`src/rtl/fifo_pkg.sv`:
```
// Shared types and elaboration-time helpers for the parametrised synchronous FIFO.
package fifo_pkg;

    typedef enum logic {
        FIFO_STD  = 1'b0,
        FIFO_FWFT = 1'b1
    } rd_mode_e;

    // Smallest w with 2**w >= depth.
    function automatic int unsigned addr_width(input int unsigned depth);
        int unsigned w;
        w = 0;
        for (int unsigned i = 0; i < 31; i++) begin
            if ((32'd1 << i) < depth) w = i + 1;
        end
        return w;
    endfunction

    function automatic bit depth_ok(input int unsigned depth);
        return (depth >= 4) && ((depth & (depth - 1)) == 0);
    endfunction

    function automatic bit thresh_ok(input int unsigned depth,
                                     input int unsigned af,
                                     input int unsigned ae);
        return (af >= 1) && (af <= depth) && (ae <= depth - 1);
    endfunction

endpackage

```
`src/rtl/fifo_ram.sv`:
```
// Simple dual-port storage: synchronous write, asynchronous read.
module fifo_ram
    import fifo_pkg::*;
#(
    parameter int unsigned DATA_W = 8,
    parameter int unsigned DEPTH  = 32,
    parameter int unsigned AW     = 5
) (
    input  logic              clk,
    input  logic              we,
    input  logic [AW-1:0]     waddr,
    input  logic [DATA_W-1:0] wdata,
    input  logic [AW-1:0]     raddr,
    output logic [DATA_W-1:0] rdata
);

    logic [DATA_W-1:0] mem [DEPTH];

    always_ff @(posedge clk) begin
        if (we) mem[waddr] <= wdata;
    end

    assign rdata = mem[raddr];

endmodule

```
`src/rtl/sync_fifo_param.sv`:
```
// Parametrised single-clock FIFO with standard or first-word-fall-through read,
// live occupancy, synchronous flush and sticky overflow/underflow flags.
module sync_fifo_param
    import fifo_pkg::*;
#(
    parameter int unsigned DATA_W    = 8,
    parameter int unsigned DEPTH     = 32,
    parameter int unsigned FWFT      = 0,
    parameter int unsigned AF_THRESH = DEPTH - 1,
    parameter int unsigned AE_THRESH = 1,
    localparam int unsigned AW       = addr_width(DEPTH)
) (
    input  logic              clk,
    input  logic              rst,
    input  logic              flush,
    input  logic              wr_en,
    input  logic [DATA_W-1:0] wr_data,
    input  logic              rd_en,
    output logic [DATA_W-1:0] rd_data,
    output logic              rd_valid,
    output logic              full,
    output logic              empty,
    output logic              almost_full,
    output logic              almost_empty,
    output logic [AW:0]       count,
    output logic              overflow,
    output logic              underflow,
    input  logic              clr_err
);

    localparam rd_mode_e    MODE   = (FWFT != 0) ? FIFO_FWFT : FIFO_STD;
    localparam logic [AW:0] CNT_MAX = (AW + 1)'(DEPTH);
    localparam logic [AW:0] AF_LVL  = (AW + 1)'(AF_THRESH);
    localparam logic [AW:0] AE_LVL  = (AW + 1)'(AE_THRESH);

    if (!depth_ok(DEPTH)) begin : g_bad_depth
        $error("sync_fifo_param: DEPTH must be a power of two and >= 4");
    end
    if (!thresh_ok(DEPTH, AF_THRESH, AE_THRESH)) begin : g_bad_thresh
        $error("sync_fifo_param: AF_THRESH/AE_THRESH out of range");
    end

    logic [AW-1:0]     wptr;
    logic [AW-1:0]     rptr;
    logic [AW:0]       count_q;
    logic [DATA_W-1:0] ram_rdata;
    logic              wa;
    logic              ra;
    logic              ram_we;

    // Flags decode the registered count only, never the live requests.
    assign full         = (count_q == CNT_MAX);
    assign empty        = (count_q == '0);
    assign almost_full  = (count_q >= AF_LVL);
    assign almost_empty = (count_q <= AE_LVL);
    assign count        = count_q;

    assign wa     = wr_en && !full;
    assign ra     = rd_en && !empty;
    assign ram_we = wa && !flush && !rst;

    always_ff @(posedge clk) begin
        if (rst) begin
            wptr      <= '0;
            rptr      <= '0;
            count_q   <= '0;
            overflow  <= 1'b0;
            underflow <= 1'b0;
        end else begin
            // Error detection still runs in a flush cycle; a new event beats clr_err.
            if (wr_en && full)  overflow <= 1'b1;
            else if (clr_err)   overflow <= 1'b0;
            if (rd_en && empty) underflow <= 1'b1;
            else if (clr_err)   underflow <= 1'b0;

            if (flush) begin
                wptr    <= '0;
                rptr    <= '0;
                count_q <= '0;
            end else begin
                if (wa) wptr <= wptr + AW'(1);
                if (ra) rptr <= rptr + AW'(1);
                unique case ({wa, ra})
                    2'b10:   count_q <= count_q + (AW + 1)'(1);
                    2'b01:   count_q <= count_q - (AW + 1)'(1);
                    default: count_q <= count_q;
                endcase
            end
        end
    end

    fifo_ram #(
        .DATA_W(DATA_W),
        .DEPTH (DEPTH),
        .AW    (AW)
    ) u_ram (
        .clk  (clk),
        .we   (ram_we),
        .waddr(wptr),
        .wdata(wr_data),
        .raddr(rptr),
        .rdata(ram_rdata)
    );

    if (MODE == FIFO_STD) begin : g_std
        logic [DATA_W-1:0] rd_data_q;
        logic              rd_valid_q;

        always_ff @(posedge clk) begin
            if (rst) begin
                rd_data_q  <= '0;
                rd_valid_q <= 1'b0;
            end else if (flush) begin
                rd_valid_q <= 1'b0;
            end else begin
                rd_valid_q <= ra;
                if (ra) rd_data_q <= ram_rdata;
            end
        end

        assign rd_data  = rd_data_q;
        assign rd_valid = rd_valid_q;
    end else begin : g_fwft
        assign rd_data  = ram_rdata;
        assign rd_valid = !empty;
    end

endmodule

```
`config.mk`:
```
export PLATFORM = sky130hd
export DESIGN_NAME = sync_fifo_param
export DESIGN_NICKNAME = d
export VERILOG_FILES = /design/src/rtl/fifo_pkg.sv /design/src/rtl/fifo_ram.sv /design/src/rtl/sync_fifo_param.sv
export SDC_FILE = /design/constraint.sdc
export NUM_CORES = 1
export LEC_CHECK = 0
export ABC_AREA = 1
export CAP_MARGIN = 20
export CORE_MARGIN = 5
export CORE_UTILIZATION = 24
export DETAILED_ROUTE_END_ITERATION = 16
export SLEW_MARGIN = 20
export SYNTH_ARGS = -nofsm -noshare
export SYNTH_HDL_FRONTEND = slang
export SYNTH_SLANG_ARGS = --single-unit
```
`constraint.sdc`:
```
create_clock -name clk -period 2.1 [get_ports clk]
set_clock_uncertainty 0.1 [all_clocks]
set_input_delay 0.42 -clock clk [delete_from_list [all_inputs] [get_ports clk]]
set_output_delay 0.42 -clock clk [all_outputs]
set_load 0.02 [all_outputs]
```
==> flow_metrics.tcl <==
set metrics [dict create \
    most-common-layout-cells "nand2_1, edfxtp_1, nand3_1" \
    grtUsageTotal_pct 11.0 \
    drv.max_cap_violation_count 0 \
    htree_num_levels 1 \
    floorplan.die_area_sq_mm 0.0548 \
    fp.dieW_um 234 \
    worst_ir_drop_vdd_mv 0.711 \
    ys.warnings.count 0 \
    clkSlewWorstSetupHoldPaths_ns 0.06 \
    timing_worst_setup_path_type "flip-flop to primary output" \
    crit_path_end_kind "primary output" \
    tritoncts "built" \
    global_route_wire_length_before_repair_um 46900 \
    critical_path.startpoint_type "flip-flop" \
    synthMuxAreaShare_pct 0 \
    cellLeakagePower_nw 5.67 \
    fin_worst_hold_slack_ns 0.373 \
    worst-path-max-fanout 5 \
    grt_remaining_overflow 0 \
    cpMaxStageDelayCell "dfxtp_4" \
    worst_slew_margin_rel_pct 57.6 \
    synthAdderAreaFrac_pct 1.04 \
    grt_setup_unrepaired "yes" \
    core-area_sq_mm 0.0500 \
    setup-tns-final_ns 0 \
    totalWireLength_um 30800 \
    layout_commonest_cell "nand2_1" \
    die-height_um 234 \
    floorplan.initialDensity_pct 24.1 \
    flow.area_growth_from_synthesis_pct 23.9 \
    post_synth_num_cell_types 23 \
    fmax_ghz 0.485 \
    synth_xor_xnor_area_share_pct 0.0726 \
    hpwl_um 19200 \
    grt_pass1_vias 8077 \
    cts.sinks 283 \
    gp_congestion 0.872 \
    via_count 8358 \
    synth_compound_area_share_pct 2.80 \
    top_layer_used "met4" \
    syn_avg_cell_area_sq_um 10.2 \
    post_synth_instance_area_sq_mm 0.0121 \
    worstPathArrival_ns 1.54 \
    met2WireLength_um 14600 \
    cts_inserted_buffers 30 \
    final_net_count 1268 \
    first_pass_iters 5 \
    hold_path_class "flip-flop to flip-flop" \
    floorplan.io_pins 35 \
    critical_path.max_stage_delay_ns 0.37 \
    period_share_pct 98.3 \
    grt_start_max_net_pins 71 \
    synthesis.nets 1204 \
    setup_viol 0 \
    crit_top_cell "buf_6" \
    post_route_drc_violation_count 0 \
    clock_insertion_delay_worst_skew_ns 0.54 \
    worstPathCellList "inv_4 > buf_6 > ha_4 > o21a_1 > buf_6" \
    detail_route.vias_per_cell 4.31 \
    ys_ff_latch 283 \
    antenna-diode-count 0 \
    antenna_violations_before_repair 0 \
    cellPowerDensity_mw_per_mm2 812 \
    slew_viol_final 0 \
    wl_met3_um 2000 \
    synthSimpleGateAreaFrac_pct 21.5 \
    routed_wire_length_per_instance_um 15.9 \
    clk_root_buffer_cell "clkbuf_16" \
    timing_hold_violations_final 0 \
    cts.path.max_buffers 3 \
    antenna_violating_nets_post_route 0 \
    post_synth_inst_count 1180 \
    outcome "finished, final reports clean" \
    worst-endpoint-required_ns 1.58 \
    final_layout_size_suffix_gt1_share_pct 12.3 \
    sequential_fraction_of_the_synthesis_area_pct 68.2 \
    port_buffers 34 \
    period_minus_slack_ns 2.06 \
    wl_met1_um 13700 \
    dominant_combinational_cell_family_by_area_after_synthesis "simple AND/OR/NAND/NOR gates" \
    drt_first_iter_violations 702 \
    max_slew.worst_pin.slew_ns 0.635 \
    std_cell_rows 82 \
]
[cell usage after synthesis (all sizes together)]
library cell	n	share of area, %
nand2	370	12
ha	10	1.0
o211ai	1	0.062
nor2	98	3.1
nand4	1	0.052
buf	42	1.9
clkbuf	10	0.31
o21ai	22	0.91
a21oi	41	1.7
nor3	3	0.12
nand3	163	6.8
edfxtp	256	64
clkinv	3	0.093
o21a	2	0.12
xor2	1	0.073
dfxtp	27	4.5
inv	130	4.0
[logic make-up after synthesis]
family / Yosys count
and+or+nand+nor: 635
adders and majority gates: 10
DFF: 283
buffers and inverters: 185
xor gates and xnor gates: 1
AOI/OAI and AO/OA: 66
[where the power goes]
part / internal [mW] / switching, mW / leakage [nW] / total, mW
Clock: 3.19 / 2.08 / 0.489 / 5.27
Combinational: 0.245 / 0.452 / 2.66 / 0.697
Sequential: 6.15 / 0.0162 / 2.52 / 6.17
[routing by layer]
layer	global-route usage [%]	vias up
met5	0	-
met4	2.09	0
met3	1.90	40
met2	18.3	284
met1	15.2	4004
li1	-	4030
[state kept, by name, summed over array words and instances, names as in the netlist]
name and cells:
wptr 5, count 6, overflow 1, rd_valid 1, underflow 1, u_ram.mem 256, rptr 5, rd_data 8
[timing repair]
item / in CTS / in global routing
hold buffers: 0 / 0
buffers inserted: 1 / 1
resized for setup: 28 / 20
pin swaps: 1 / 4
setup endpoints to repair: 7 / 163
[worst paths after layout]
check / startpoint / endpoint / slack [ns] / depth (start not counted)
setup reg to reg: count[0]$_SDFFE_PP0P_ / count[3]$_SDFFE_PP0P_ / 0.13 / 11
setup / recovery: count[0]$_SDFFE_PP0P_ / almost_empty / 0.04 / 5
hold reg to reg: rd_data[2]$_SDFFE_PP0P_ / rd_data[2]$_SDFFE_PP0P_ / 0.37 / 2
hold / removal: rd_data[2]$_SDFFE_PP0P_ / rd_data[2]$_SDFFE_PP0P_ / 0.37 / 2
[through the flow]
stage / total power [mW] / instances / worst slack, ns / cell area [sq um] / utilization, %
after floorplan: 6.61 / 1180 / 0.0142 / 12400 / -
after global placement: 6.97 / 1882 / -0.174 / 13900 / 27.8
after detailed placement: 6.98 / 1882 / -0.230 / 13900 / 27.8
final: 12.1 / 1940 / 0.0364 / 14900 / 29.9
after global routing: 12.5 / 1940 / -0.0434 / 14900 / 29.9
after CTS: 12.2 / 1939 / -0.0444 / 14900 / 29.8
[area by class of cell]
type | instances | area [sq um]
inverter | 133 | 503
clock buffer | 47 | 906
tap | 672 | 841
timing repair buffer | 84 | 961
multi-input combinational | 712 | 3400
clock inverter | 9 | 103
sequential | 283 | 8240
fill | 5099 | 35000
[worst max-delay path, delay by kind of cell, from the launching register on]
family	cells	cell delay [ns]
buffers and inverters	3	0.29
DFF	1	0.37
AOI/OAI and AO/OA	1	0.19
adders and majority gates	1	0.16
Power figures use the tool's default switching activity.
==> RTL change (same settings) <==
`DATA_W` is set to 8 in 2 places; all go to 6.
--- a/src/rtl/fifo_ram.sv
+++ b/src/rtl/fifo_ram.sv
@@ -2,7 +2,7 @@
 module fifo_ram
     import fifo_pkg::*;
 #(
-    parameter int unsigned DATA_W = 8,
+    parameter int unsigned DATA_W = 6,
     parameter int unsigned DEPTH  = 32,
     parameter int unsigned AW     = 5
 ) (
--- a/src/rtl/sync_fifo_param.sv
+++ b/src/rtl/sync_fifo_param.sv
@@ -3,7 +3,7 @@
 module sync_fifo_param
     import fifo_pkg::*;
 #(
-    parameter int unsigned DATA_W    = 8,
+    parameter int unsigned DATA_W    = 6,
     parameter int unsigned DEPTH     = 32,
     parameter int unsigned FWFT      = 0,
     parameter int unsigned AF_THRESH = DEPTH - 1,
Interface: changed (resized rd_data and wr_data); port bits go from 35 to 31. The function was not compared with the original's and may differ.
==> RTL change against the original RTL <==
  * Sequential share of layout area decreased by 1.1 points
  * Wire length decreased by 24%
  * Count of clock-buffer cells in the layout decreased by 19
  * Design area decreased by 22%
  * Via count decreased by 22%
  * Total power decreased by 23%
  * Setup slack improved by 0.0072 ns
  * Area after synthesis decreased by 22%
  * Clock power decreased by 22%
  * Synthesized cell count decreased by 21%
  * Sequential cell count decreased by 66
==> RTL change: results (changes against the original RTL) <==
Worst setup path
  – CP max-delay cell: clkdlybuf4s50_1
  – Element type at the critical path end: output pin
  – Critical Path Source: count[4]$_SDFFE_PP0P_
  – Slowest Stage Delay on Critical Path: 0.66 ns (+0.29 ns)
  – CP delay by family, top: buffers and inverters
  – Reg2Reg Launch Point: count[1]$_SDFFE_PP0P_
  – Crit path DAT: 1.54 ns (about the same)
  – Flop2flop setup slack: 0.12 ns
  – Worst Setup EP: count[4]
  – R2r worst-path depth: 8 (-3)
  – RR Endpoint: u_ram.mem[29][2]$_DFFE_PP_
  – Maximum fanout along the worst path: 3 (-2)

Yosys
  – Post-Syn Nets: 954 (-21%)
  – Ys Warns: 0 (unchanged)
  – Synth top cells by count: 284 x nand2_1, 192 x edfxtp_1, 126 x nand3_1, 103 x inv_1, 83 x nor2_1
  – Cells after Synth: 932 (-21%)
  – Synth top area cells: edfxtp_1 61%, nand2_1 11%, nand3_1 6.7%, dfxtp_1 5.3%, inv_1 4.1%
  – Post-synthesis sequential area ratio: 66.6% (-1.6 points)
  – EDFF count, synth: 192 (-25%)
  – Post-synth ARST share: 0% (unchanged)
  – Synth unique cells: 25 (+8.7%)

Placement
  – IO Port Bufs: 30 (-12%)
  – Placed cell area: 10,800 µm² (-22%)
  – Hpwl dp: 15.0 mm (-22%)
  – GPL Wtd Cong: 0.813 (-6.8%)

Final layout
  – Reg with most FFs: u_ram.mem
  – Net count, final: 1,023 (-19%)
  – Antenna diodes: 0 (unchanged)
  – Layout cells sized above 1: 14.8% (+2.5 points)
  – Cell Count, Final, Fillers Out: 1,537 (-21%)
  – Fillcell total: 4,049 (-21%)
  – Max reg flops: 192 (-25%)

Drt
  – First-pass DRT Iterations: 5 (unchanged)
  – Initial DRC count: 503 (-28%)
  – Routed wire per std cell: 15.2 µm (-4.5%)
  – Vias: 6,508 (-22%)

GRT
  – Pin count of the biggest net entering global routing: 73 (+2.8%)
  – Vias in the first global route: 6,422 (-20%)
  – Total Routing Usage GR: 10.4% (-0.62 points)
  – Initial antenna violation count: 0 (unchanged)
  – First-pass GRT wire length: 36.0 mm (-23%)

CTS
  – CTS H-tree lvls: 1 (unchanged)
  – Longest Clk Path Bufs: 3 (unchanged)
  – Worst-Skew Late Latency: 0.50 ns (-0.04 ns)
  – Clk pin slew, worst setup/hold paths: 0.06 ns (about the same)
  – CTS Buf Count: 24 (-20%)
  – Clock root cell: clkbuf_16

Power
  – Leakage Power: 4.45 nW (-22%)
  – Maximum vdd drop: 0.489 mV (-31%)

STA
  – Worst Tran Pin Value: 0.534 ns (-0.102 ns)
  – Slew Viols, Final: 0 (unchanged)

Worst hold path
  – Hold Path Class: reg2reg

Status
  – Status: finished clean
-- RTL change: cell types whose count changed in the layout (fill, tap and decap cells not counted), sizes merged, moves of 2 or more --
cell	change
a21oi	-5
buf	+4
clkbuf	-19
clkdlybuf4s50	-3
clkinv	+4
clkinvlp	-2
dfxtp	-2
dlymetal6s2s	-2
edfxtp	-64
inv	-23
nand2	-85
nand3	-37
nor2	-14
-- RTL change: power by group --
group / switching (W) / internal [W] / leakage (nW)
clock: 0.00159 / 0.00252 / 0.388
combinational: 0.000342 / 0.000189 / 2.13
sequential: 0.0000140 / 0.00471 / 1.93
total: 0.00195 / 0.00742 / 4.45
-- RTL change: cells by family after synthesis --
kind of cell | share of synthesized area [%]
compound gates | 3.19
xor+xnor | 0.0931
fa+ha+maj | 1.33
buf+inv | 7.13
flops | 66.6
simple gates | 21.7
-- RTL change: worst min-delay path by stage --
stage,start,endpoint,slack (ns),cells past startpoint
final,rd_data[5]$_SDFFE_PP0P_,rd_data[5]$_SDFFE_PP0P_,0.36,2
after floorplan,wptr[1]$_SDFFE_PP0P_,wptr[1]$_SDFFE_PP0P_,0.40,2
after CTS,rd_data[5]$_SDFFE_PP0P_,rd_data[5]$_SDFFE_PP0P_,0.37,2
after detailed placement,rd_data[5]$_SDFFE_PP0P_,rd_data[5]$_SDFFE_PP0P_,0.36,2
after global placement,overflow$_SDFFE_PP0P_,overflow$_SDFFE_PP0P_,0.36,2
after global routing,underflow$_SDFFE_PP0P_,underflow$_SDFFE_PP0P_,0.38,2
-- RTL change: layer usage --
metal	track usage [%]	part of all wire, %	wire, µm	vias to the layer above
met2	17.0	46	10700	200
met4	2.47	2.2	510	0
met5	0	0	0	-
li1	-	-	-	3211
met3	2.02	6.2	1440	35
met1	14.2	46	10600	3062
-- RTL change: cell type report --
class	instances	area (µm²)	area share, %
repair buffers	84	813	7.00
clock inverters	16	146	1.26
inverters	106	400	3.45
flip-flops and latches	217	6280	54.0
clock buffers	28	637	5.48
multi-input cells	568	2700	23.2
well taps	518	648	5.58
-- RTL change: metrics by stage --
| step | setup slack, ns | util [%] | power (W) |
|---|---|---|---|
| after detailed placement | -0.161 | 27.8 | 0.00534 |
| after global placement | -0.190 | 27.8 | 0.00534 |
| after CTS | 0.000595 | 29.8 | 0.00945 |
| final | 0.0436 | 30.0 | 0.00937 |
| after global routing | -0.0136 | 30.0 | 0.00967 |
| after floorplan | 0.0529 | - | 0.00509 |
-- RTL change: what timing repair did --
action,in CTS,in global routing
gates resized for setup,27,22
buffers inserted,1,1
endpoints found under the hold margin,0,0
pin swaps,0,6
hold buffers,0,0
endpoints found under the setup margin,9,71
